File: src/rtl/uart_pkg.sv
// uart_pkg: definitions shared by the UART receiver and the USB-side
// ACK/RESEND transmitter.
package uart_pkg;

    localparam logic [7:0] ACK    = 8'hAA;
    localparam logic [7:0] RESEND = 8'hCC;

    localparam int OVERSAMPLE_DEF = 16;

    typedef enum logic [2:0] {
        S_IDLE,
        S_START,
        S_DATA,
        S_PARITY,
        S_STOP,
        S_BREAK
    } rx_state_t;

endpackage

File: src/rtl/uart_rx_fifo.sv
// uart_rx_fifo: flop-array circular byte buffer with wrapping pointers.
// A push into a full buffer is accepted only if a pop happens in the same
// cycle. A pop from an empty buffer is ignored.
module uart_rx_fifo #(
    parameter int DATA_BITS  = 8,
    parameter int FIFO_DEPTH = 4
) (
    input  logic                         clk,
    input  logic                         rst,
    input  logic                         push,
    input  logic [DATA_BITS-1:0]         din,
    input  logic                         pop,
    output logic [DATA_BITS-1:0]         dout,
    output logic                         empty,
    output logic                         full,
    output logic [$clog2(FIFO_DEPTH):0]  count
);

    localparam int AW = $clog2(FIFO_DEPTH);
    localparam int CW = AW + 1;
    localparam logic [AW-1:0] PTR_ONE = AW'(1);
    localparam logic [CW-1:0] CNT_ONE = CW'(1);
    localparam logic [CW-1:0] DEPTH_C = CW'(FIFO_DEPTH);

    logic [DATA_BITS-1:0] mem [FIFO_DEPTH];
    logic [AW-1:0]        wr_ptr;
    logic [AW-1:0]        rd_ptr;
    logic                 do_push;
    logic                 do_pop;

    assign empty   = (count == '0);
    assign full    = (count == DEPTH_C);
    assign do_pop  = pop & ~empty;
    // When full, the slot being written is the one being popped this cycle.
    assign do_push = push & (~full | do_pop);
    assign dout    = mem[rd_ptr];

    // Storage, pointers and occupancy count.
    always_ff @(posedge clk or posedge rst) begin
        if (rst) begin
            wr_ptr <= '0;
            rd_ptr <= '0;
            count  <= '0;
            for (int unsigned i = 0; i < FIFO_DEPTH; i++) begin
                mem[i] <= '0;
            end
        end else begin
            if (do_push) begin
                mem[wr_ptr] <= din;
                wr_ptr      <= wr_ptr + PTR_ONE;
            end
            if (do_pop) begin
                rd_ptr <= rd_ptr + PTR_ONE;
            end
            if (do_push && !do_pop) begin
                count <= count + CNT_ONE;
            end else if (do_pop && !do_push) begin
                count <= count - CNT_ONE;
            end
        end
    end

endmodule

File: src/rtl/uart_recv.sv
// uart_recv: UART receiver. Deserializes 8N1 frames from USB_RX using an
// OVERSAMPLE-times sampling clock, checks framing, buffers bytes in
// uart_rx_fifo and presents them over valid/ready. USB_CTS (active low)
// asks the host to pause while the buffer is nearly full.
// Macro UART_RECV_PARITY_EN: frames carry an even parity bit (8E1) and
// parity_err becomes live; without it parity_err is constant 0.
module uart_recv
    import uart_pkg::*;
#(
    parameter int OVERSAMPLE = OVERSAMPLE_DEF,
    parameter int DATA_BITS  = 8,
    parameter int FIFO_DEPTH = 4
) (
    input  logic                 clk,
    input  logic                 rst,
    input  logic                 USB_RX,
    output logic                 USB_CTS,
    output logic [DATA_BITS-1:0] rx_data,
    output logic                 rx_valid,
    input  logic                 rx_ready,
    output logic                 frame_err,
    output logic                 overrun,
    output logic                 parity_err
);

    localparam int SW = $clog2(OVERSAMPLE);
    localparam int BW = (DATA_BITS > 1) ? $clog2(DATA_BITS) : 1;
    localparam int CW = $clog2(FIFO_DEPTH) + 1;

    localparam logic [SW-1:0] SC_ONE    = SW'(1);
    localparam logic [SW-1:0] SC_MID    = SW'(OVERSAMPLE / 2 - 1);
    localparam logic [SW-1:0] SC_END    = SW'(OVERSAMPLE - 1);
    localparam logic [BW-1:0] BC_ONE    = BW'(1);
    localparam logic [BW-1:0] BC_LAST   = BW'(DATA_BITS - 1);
    localparam logic [CW-1:0] CTS_LEVEL = CW'(FIFO_DEPTH - 1);

    logic                 rx_meta;
    logic                 rx_s;
    rx_state_t            state;
    logic [SW-1:0]        scnt;
    logic [BW-1:0]        bcnt;
    logic [DATA_BITS-1:0] sh;
    logic                 push;
    logic                 pop;
    logic                 fifo_empty;
    logic                 fifo_full;
    logic [CW-1:0]        fifo_count;
`ifdef UART_RECV_PARITY_EN
    logic                 perr;
`endif

    assign rx_valid = ~fifo_empty;
    assign pop      = rx_valid & rx_ready;

    // Two-flop synchronizer for the asynchronous serial line; idles high.
    always_ff @(posedge clk or posedge rst) begin
        if (rst) begin
            rx_meta <= 1'b1;
            rx_s    <= 1'b1;
        end else begin
            rx_meta <= USB_RX;
            rx_s    <= rx_meta;
        end
    end

    // Frame FSM: start-bit qualification, bit-centre sampling, stop check.
    always_ff @(posedge clk or posedge rst) begin
        if (rst) begin
            state      <= S_IDLE;
            scnt       <= '0;
            bcnt       <= '0;
            sh         <= '0;
            push       <= 1'b0;
            frame_err  <= 1'b0;
            parity_err <= 1'b0;
`ifdef UART_RECV_PARITY_EN
            perr       <= 1'b0;
`endif
        end else begin
            push       <= 1'b0;
            frame_err  <= 1'b0;
            parity_err <= 1'b0;
            case (state)
                S_IDLE: begin
                    if (!rx_s) begin
                        scnt  <= SC_ONE;
                        state <= S_START;
                    end
                end
                S_START: begin
                    if (scnt == SC_MID) begin
                        if (rx_s) begin
                            state <= S_IDLE;
                        end else begin
                            scnt  <= '0;
                            bcnt  <= '0;
                            state <= S_DATA;
`ifdef UART_RECV_PARITY_EN
                            perr  <= 1'b0;
`endif
                        end
                    end else begin
                        scnt <= scnt + SC_ONE;
                    end
                end
                S_DATA: begin
                    if (scnt == SC_END) begin
                        scnt <= '0;
                        sh   <= {rx_s, sh[DATA_BITS-1:1]};
                        if (bcnt == BC_LAST) begin
`ifdef UART_RECV_PARITY_EN
                            state <= S_PARITY;
`else
                            state <= S_STOP;
`endif
                        end else begin
                            bcnt <= bcnt + BC_ONE;
                        end
                    end else begin
                        scnt <= scnt + SC_ONE;
                    end
                end
`ifdef UART_RECV_PARITY_EN
                S_PARITY: begin
                    if (scnt == SC_END) begin
                        scnt  <= '0;
                        perr  <= (rx_s != ^sh);
                        state <= S_STOP;
                    end else begin
                        scnt <= scnt + SC_ONE;
                    end
                end
`endif
                S_STOP: begin
                    if (scnt == SC_END) begin
                        scnt <= '0;
                        if (rx_s) begin
`ifdef UART_RECV_PARITY_EN
                            if (perr) begin
                                parity_err <= 1'b1;
                            end else begin
                                push <= 1'b1;
                            end
`else
                            push <= 1'b1;
`endif
                            state <= S_IDLE;
                        end else begin
                            frame_err <= 1'b1;
                            state     <= S_BREAK;
                        end
                    end else begin
                        scnt <= scnt + SC_ONE;
                    end
                end
                S_BREAK: begin
                    if (rx_s) begin
                        state <= S_IDLE;
                    end
                end
                default: begin
                    state <= S_IDLE;
                end
            endcase
        end
    end

    // Overrun pulse and registered flow control toward the host.
    always_ff @(posedge clk or posedge rst) begin
        if (rst) begin
            overrun <= 1'b0;
            USB_CTS <= 1'b1;
        end else begin
            overrun <= push & fifo_full & ~pop;
            USB_CTS <= (fifo_count >= CTS_LEVEL);
        end
    end

    uart_rx_fifo #(
        .DATA_BITS  (DATA_BITS),
        .FIFO_DEPTH (FIFO_DEPTH)
    ) u_fifo (
        .clk   (clk),
        .rst   (rst),
        .push  (push),
        .din   (sh),
        .pop   (pop),
        .dout  (rx_data),
        .empty (fifo_empty),
        .full  (fifo_full),
        .count (fifo_count)
    );

endmodule

File: config.mk
export PLATFORM = sky130hd
export DESIGN_NAME = uart_recv
export DESIGN_NICKNAME = d
export VERILOG_FILES = /design/src/rtl/uart_pkg.sv /design/src/rtl/uart_rx_fifo.sv /design/src/rtl/uart_recv.sv
export SDC_FILE = /design/constraint.sdc
export NUM_CORES = 1
export LEC_CHECK = 0
export ABC_AREA = 1
export CORE_MARGIN = 5
export CORE_UTILIZATION = 48
export CTS_CLUSTER_SIZE = 8
export DETAILED_ROUTE_END_ITERATION = 6
export PLACE_DENSITY = 0.62
export SETUP_SLACK_MARGIN = 0.02
export SLEW_MARGIN = 15
export SYNTH_ARGS = -nofsm -noshare
export SYNTH_HDL_FRONTEND = slang
export SYNTH_SLANG_ARGS = --single-unit
File: constraint.sdc
create_clock -name clk -period 2.3 [get_ports clk]
set_clock_uncertainty 0.1 [all_clocks]
set_input_delay 0.46 -clock clk [delete_from_list [all_inputs] [get_ports clk]]
set_output_delay 0.46 -clock clk [all_outputs]
set_load 0.05 [all_outputs]
==> metrics.txt <==
Setup Fix Bufs, Post-CTS 0; peak supply drop 873 µV; detailed-router iteration count before antenna repair 4; family of cells with the greatest summed delay on the critical path buffers and inverters; aggregate global-route resource usage 15.6%; number of fill cells in the layout 575; met3 WL post-DR 171 µm; first-iteration detailed-routing DRC count 63; classification of the worst-slack hold path reg2reg; effective utilization at floorplan 49.5%; Cell variety after synth 34; Worst Setup Path Type reg2out; diode count 0; Final Hold Vio Count 0; leading register cell type out of synthesis sky130_fd_sc_hd__dfrtp_1; number of enable flip-flop cells after synthesis 0; clock period minus worst slack 2.21 ns; least setup slack across all paths after layout 0.0915 ns; via count of the first global-routing pass 2,266; sequence of cells on the critical path clkdlybuf4s50_1; transition time of the tightest slew-check pin 0.506 ns; overall power 4.31 mW; highest clock rate 0.453 GHz; main combinational cell family by area after synthesis simple AND/OR/NAND/NOR gates; relative area change from synthesis to final layout 16.5%; clock slew at the register clock pins of the worst setup and hold paths 0.07 ns; post-synthesis share of cell area spent on xor and xnor gates 1.39%; number of buffers added by the clock tree synthesis step 9; largest fanout of any net on the critical path 1; DRC violations left 0; Net Count, Synth 352; Startpoint Class register; status finished, final reports clean; synthesized-area fraction occupied by and/or/nand/nor cells 23.2%; final net count 378; wire length on met2 2820 µm; Clock H-tree levels 3; pin count of the biggest net entering global routing 64; pre-CTS worst setup slack -0.137 ns; maximum cell stage delay along the critical path 0.79 ns; final antenna-violating net count 0; most common cell after layout, fill and taps aside sky130_fd_sc_hd__nand2_1; mux cell area share after synthesis 0.356%; cell area after layout 3680 µm²; crit path capture type output port; Adder-Cell Fraction of Synth Area 3.80%; RSZ-0062 raised after global routing no; CTS max path bufs 2; Final Max Tran Viols 0; commonest cells after routing, fill and taps aside 79 x sky130_fd_sc_hd__nand2_1, 60 x sky130_fd_sc_hd__dfrtp_1, 31 x sky130_fd_sc_hd__inv_1; cells taking the most area after synthesis sky130_fd_sc_hd__dfrtp_1 48%, sky130_fd_sc_hd__nand2_1 9.4%, sky130_fd_sc_hd__o21a_1 6.7%; Die Width 91.1 µm; cell count after synthesis 339; synthesized area per cell 9.32 µm²; detailed-route via count 2,241; register bit total from synthesis 63; CTS Hold Buffers Added 0; cell row count 29; area fraction of the dominant cell type after synthesis 47.5%; clock sink count 63; power per unit of standard cell area 1170 nW/µm²; dpl cell area 3490 µm²; Setup Viol. Count Final 0; wire length of the first global-routing pass 10,500 µm; Final period util 96.0%; Max-Slew Margin vs Limit 66.2%; area fraction in compound gates after synthesis 14.4%; wire length per cell 12.9 µm; netlist area before placement 3160 µm²; Synth async-reset ratio 100%; RePlAce Congestion 0.803; area of the die 8310 µm²; CP Buf/Inv Count 1; fraction of final layout cells sized beyond drive strength 1 17.0%; total wire length after detailed routing 5780 µm; TritonCTS clock tree done; Max Used Layer met4; die span in y 91.1 µm; source-to-sink clock delay at the later pin of the worst-skew pair 0.33 ns; yosys synthesis warning count 0; count of buffers inserted at the top-level ports 15; total overflow reported by the global router 0; post-DP HPWL 4030 µm; area of the core 6390 µm²; leakage power figure 1.86 nW; I/O pin count 17; ratio of routed vias to standard cells 5.01; Worst path slowest cell sky130_fd_sc_hd__clkdlybuf4s50_1; antenna violations before repair 0; largest area contributor in the synthesized netlist sky130_fd_sc_hd__dfrtp_1; number of max-cap violations 0; arrival time worst endpoint 1.65 ns; portion of the post-synthesis area used by sequential elements 50.0%; Finished Core Util 57.7%; Req. time, crit path 1.74 ns; length of routed wiring on met1 2740 µm; cell at the root of the clock tree sky130_fd_sc_hd__clkbuf_8
worst register-to-register path: cells and delay by family, from the launching register on:
| family | cells | cell delay [ns] |
|---|---|---|
| adder cells (fa/ha/maj) | 2 | 0.52 |
| flip-flops | 1 | 0.44 |
| AND/OR/NAND/NOR | 3 | 0.41 |
| AO/OA/AOI/OAI | 2 | 0.25 |
| XOR/XNOR | 1 | 0.15 |
| buffers and inverters | 1 | 0.05 |
power by group:
part / internal, mW / switching, mW / total (mW)
Sequential: 1.26 / 0.176 / 1.43
Clock: 0.445 / 0.431 / 0.877
Combinational: 0.809 / 1.19 / 2.00
flip-flops by register name, indices dropped and copies added, names as in the netlist:
signal         cells
scnt               4
state              3
USB_CTS            1
overrun            1
rx_meta            1
bcnt               3
u_fifo.rd_ptr      2
rx_s               1
push               1
u_fifo.wr_ptr      2
u_fifo.count       3
frame_err          1
u_fifo.mem        32
sh                 8
per-layer routing:
layer	global-route usage [%]	up-vias
met5	0	-
met4	4.28	0
met3	5.21	5
met2	25.9	19
met1	19.6	1066
li1	-	1151
metrics by stage:
step	TNS, ns	cells	hold WS, ns
final	0	447	0.257
after global routing	0	447	0.266
after CTS	0	447	0.258
after detailed placement	-0.255	431	0.247
after global placement	-0.140	431	0.247
after floorplan	0	339	0.245
final timing paths:
path / start / to / slack [ns] / depth (start not counted)
max: USB_CTS$_DFF_PP1_ / USB_CTS / 0.09 / 1
min: rx_meta$_DFF_PP1_ / rx_s$_DFF_PP1_ / 0.26 / 0
max reg2reg: u_fifo.count[1]$_DFFE_PP0P_ / u_fifo.count[2]$_DFFE_PP0P_ / 0.26 / 9
min reg2reg: rx_meta$_DFF_PP1_ / rx_s$_DFF_PP1_ / 0.26 / 0
max in group asynchronous: rst / USB_CTS$_DFF_PP1_ / 1.40 / 3
min in group asynchronous: rst / scnt[2]$_DFFE_PP0P_ / 0.40 / 3
cells by family (layout without fill, tap and decap cells):
kind of cell	count (synthesis)	in the layout
buffers and inverters	45	76
AND/OR/NAND/NOR	141	141
adder cells (fa/ha/maj)	9	9
flip-flops	63	63
other	1	1
AO/OA/AOI/OAI	74	74
XOR/XNOR	5	5
multiplexers	1	1
what timing repair did:
item | CTS | global route
setup endpoints to repair | 1 | 3
pin swaps | 0 | 0
gates resized for setup | 1 | 2
hold endpoints to repair | 0 | 0
synth_stat cells, types with 3 or more instances:
cell type                 number
sky130_fd_sc_hd__nor2_1       25
sky130_fd_sc_hd__o21a_1       28
sky130_fd_sc_hd__dfstp_2       3
sky130_fd_sc_hd__a21oi_1       4
sky130_fd_sc_hd__o22ai_1       8
sky130_fd_sc_hd__nor2_8        5
sky130_fd_sc_hd__nand3_2       4
sky130_fd_sc_hd__o21ai_1       4
sky130_fd_sc_hd__nor2_2        4
sky130_fd_sc_hd__xor2_1        4
sky130_fd_sc_hd__ha_1          8
sky130_fd_sc_hd__dfrtp_1      60
sky130_fd_sc_hd__buf_6         5
sky130_fd_sc_hd__nand2_1      79
sky130_fd_sc_hd__inv_1        33
sky130_fd_sc_hd__nand3_1      14
sky130_fd_sc_hd__o21ai_0      28
cell type report:
| type | count | area, µm² | area share [%] |
|---|---|---|---|
| inverter | 35 | 131 | 3.57 |
| multi-input combinational | 231 | 1370 | 37.3 |
| clock inverter | 5 | 32.5 | 0.883 |
| sequential | 63 | 1580 | 42.9 |
| clock buffer | 11 | 151 | 4.11 |
| timing repair buffer | 25 | 317 | 8.60 |
| tap | 77 | 96.3 | 2.62 |
Power figures use the tool's default switching activity.
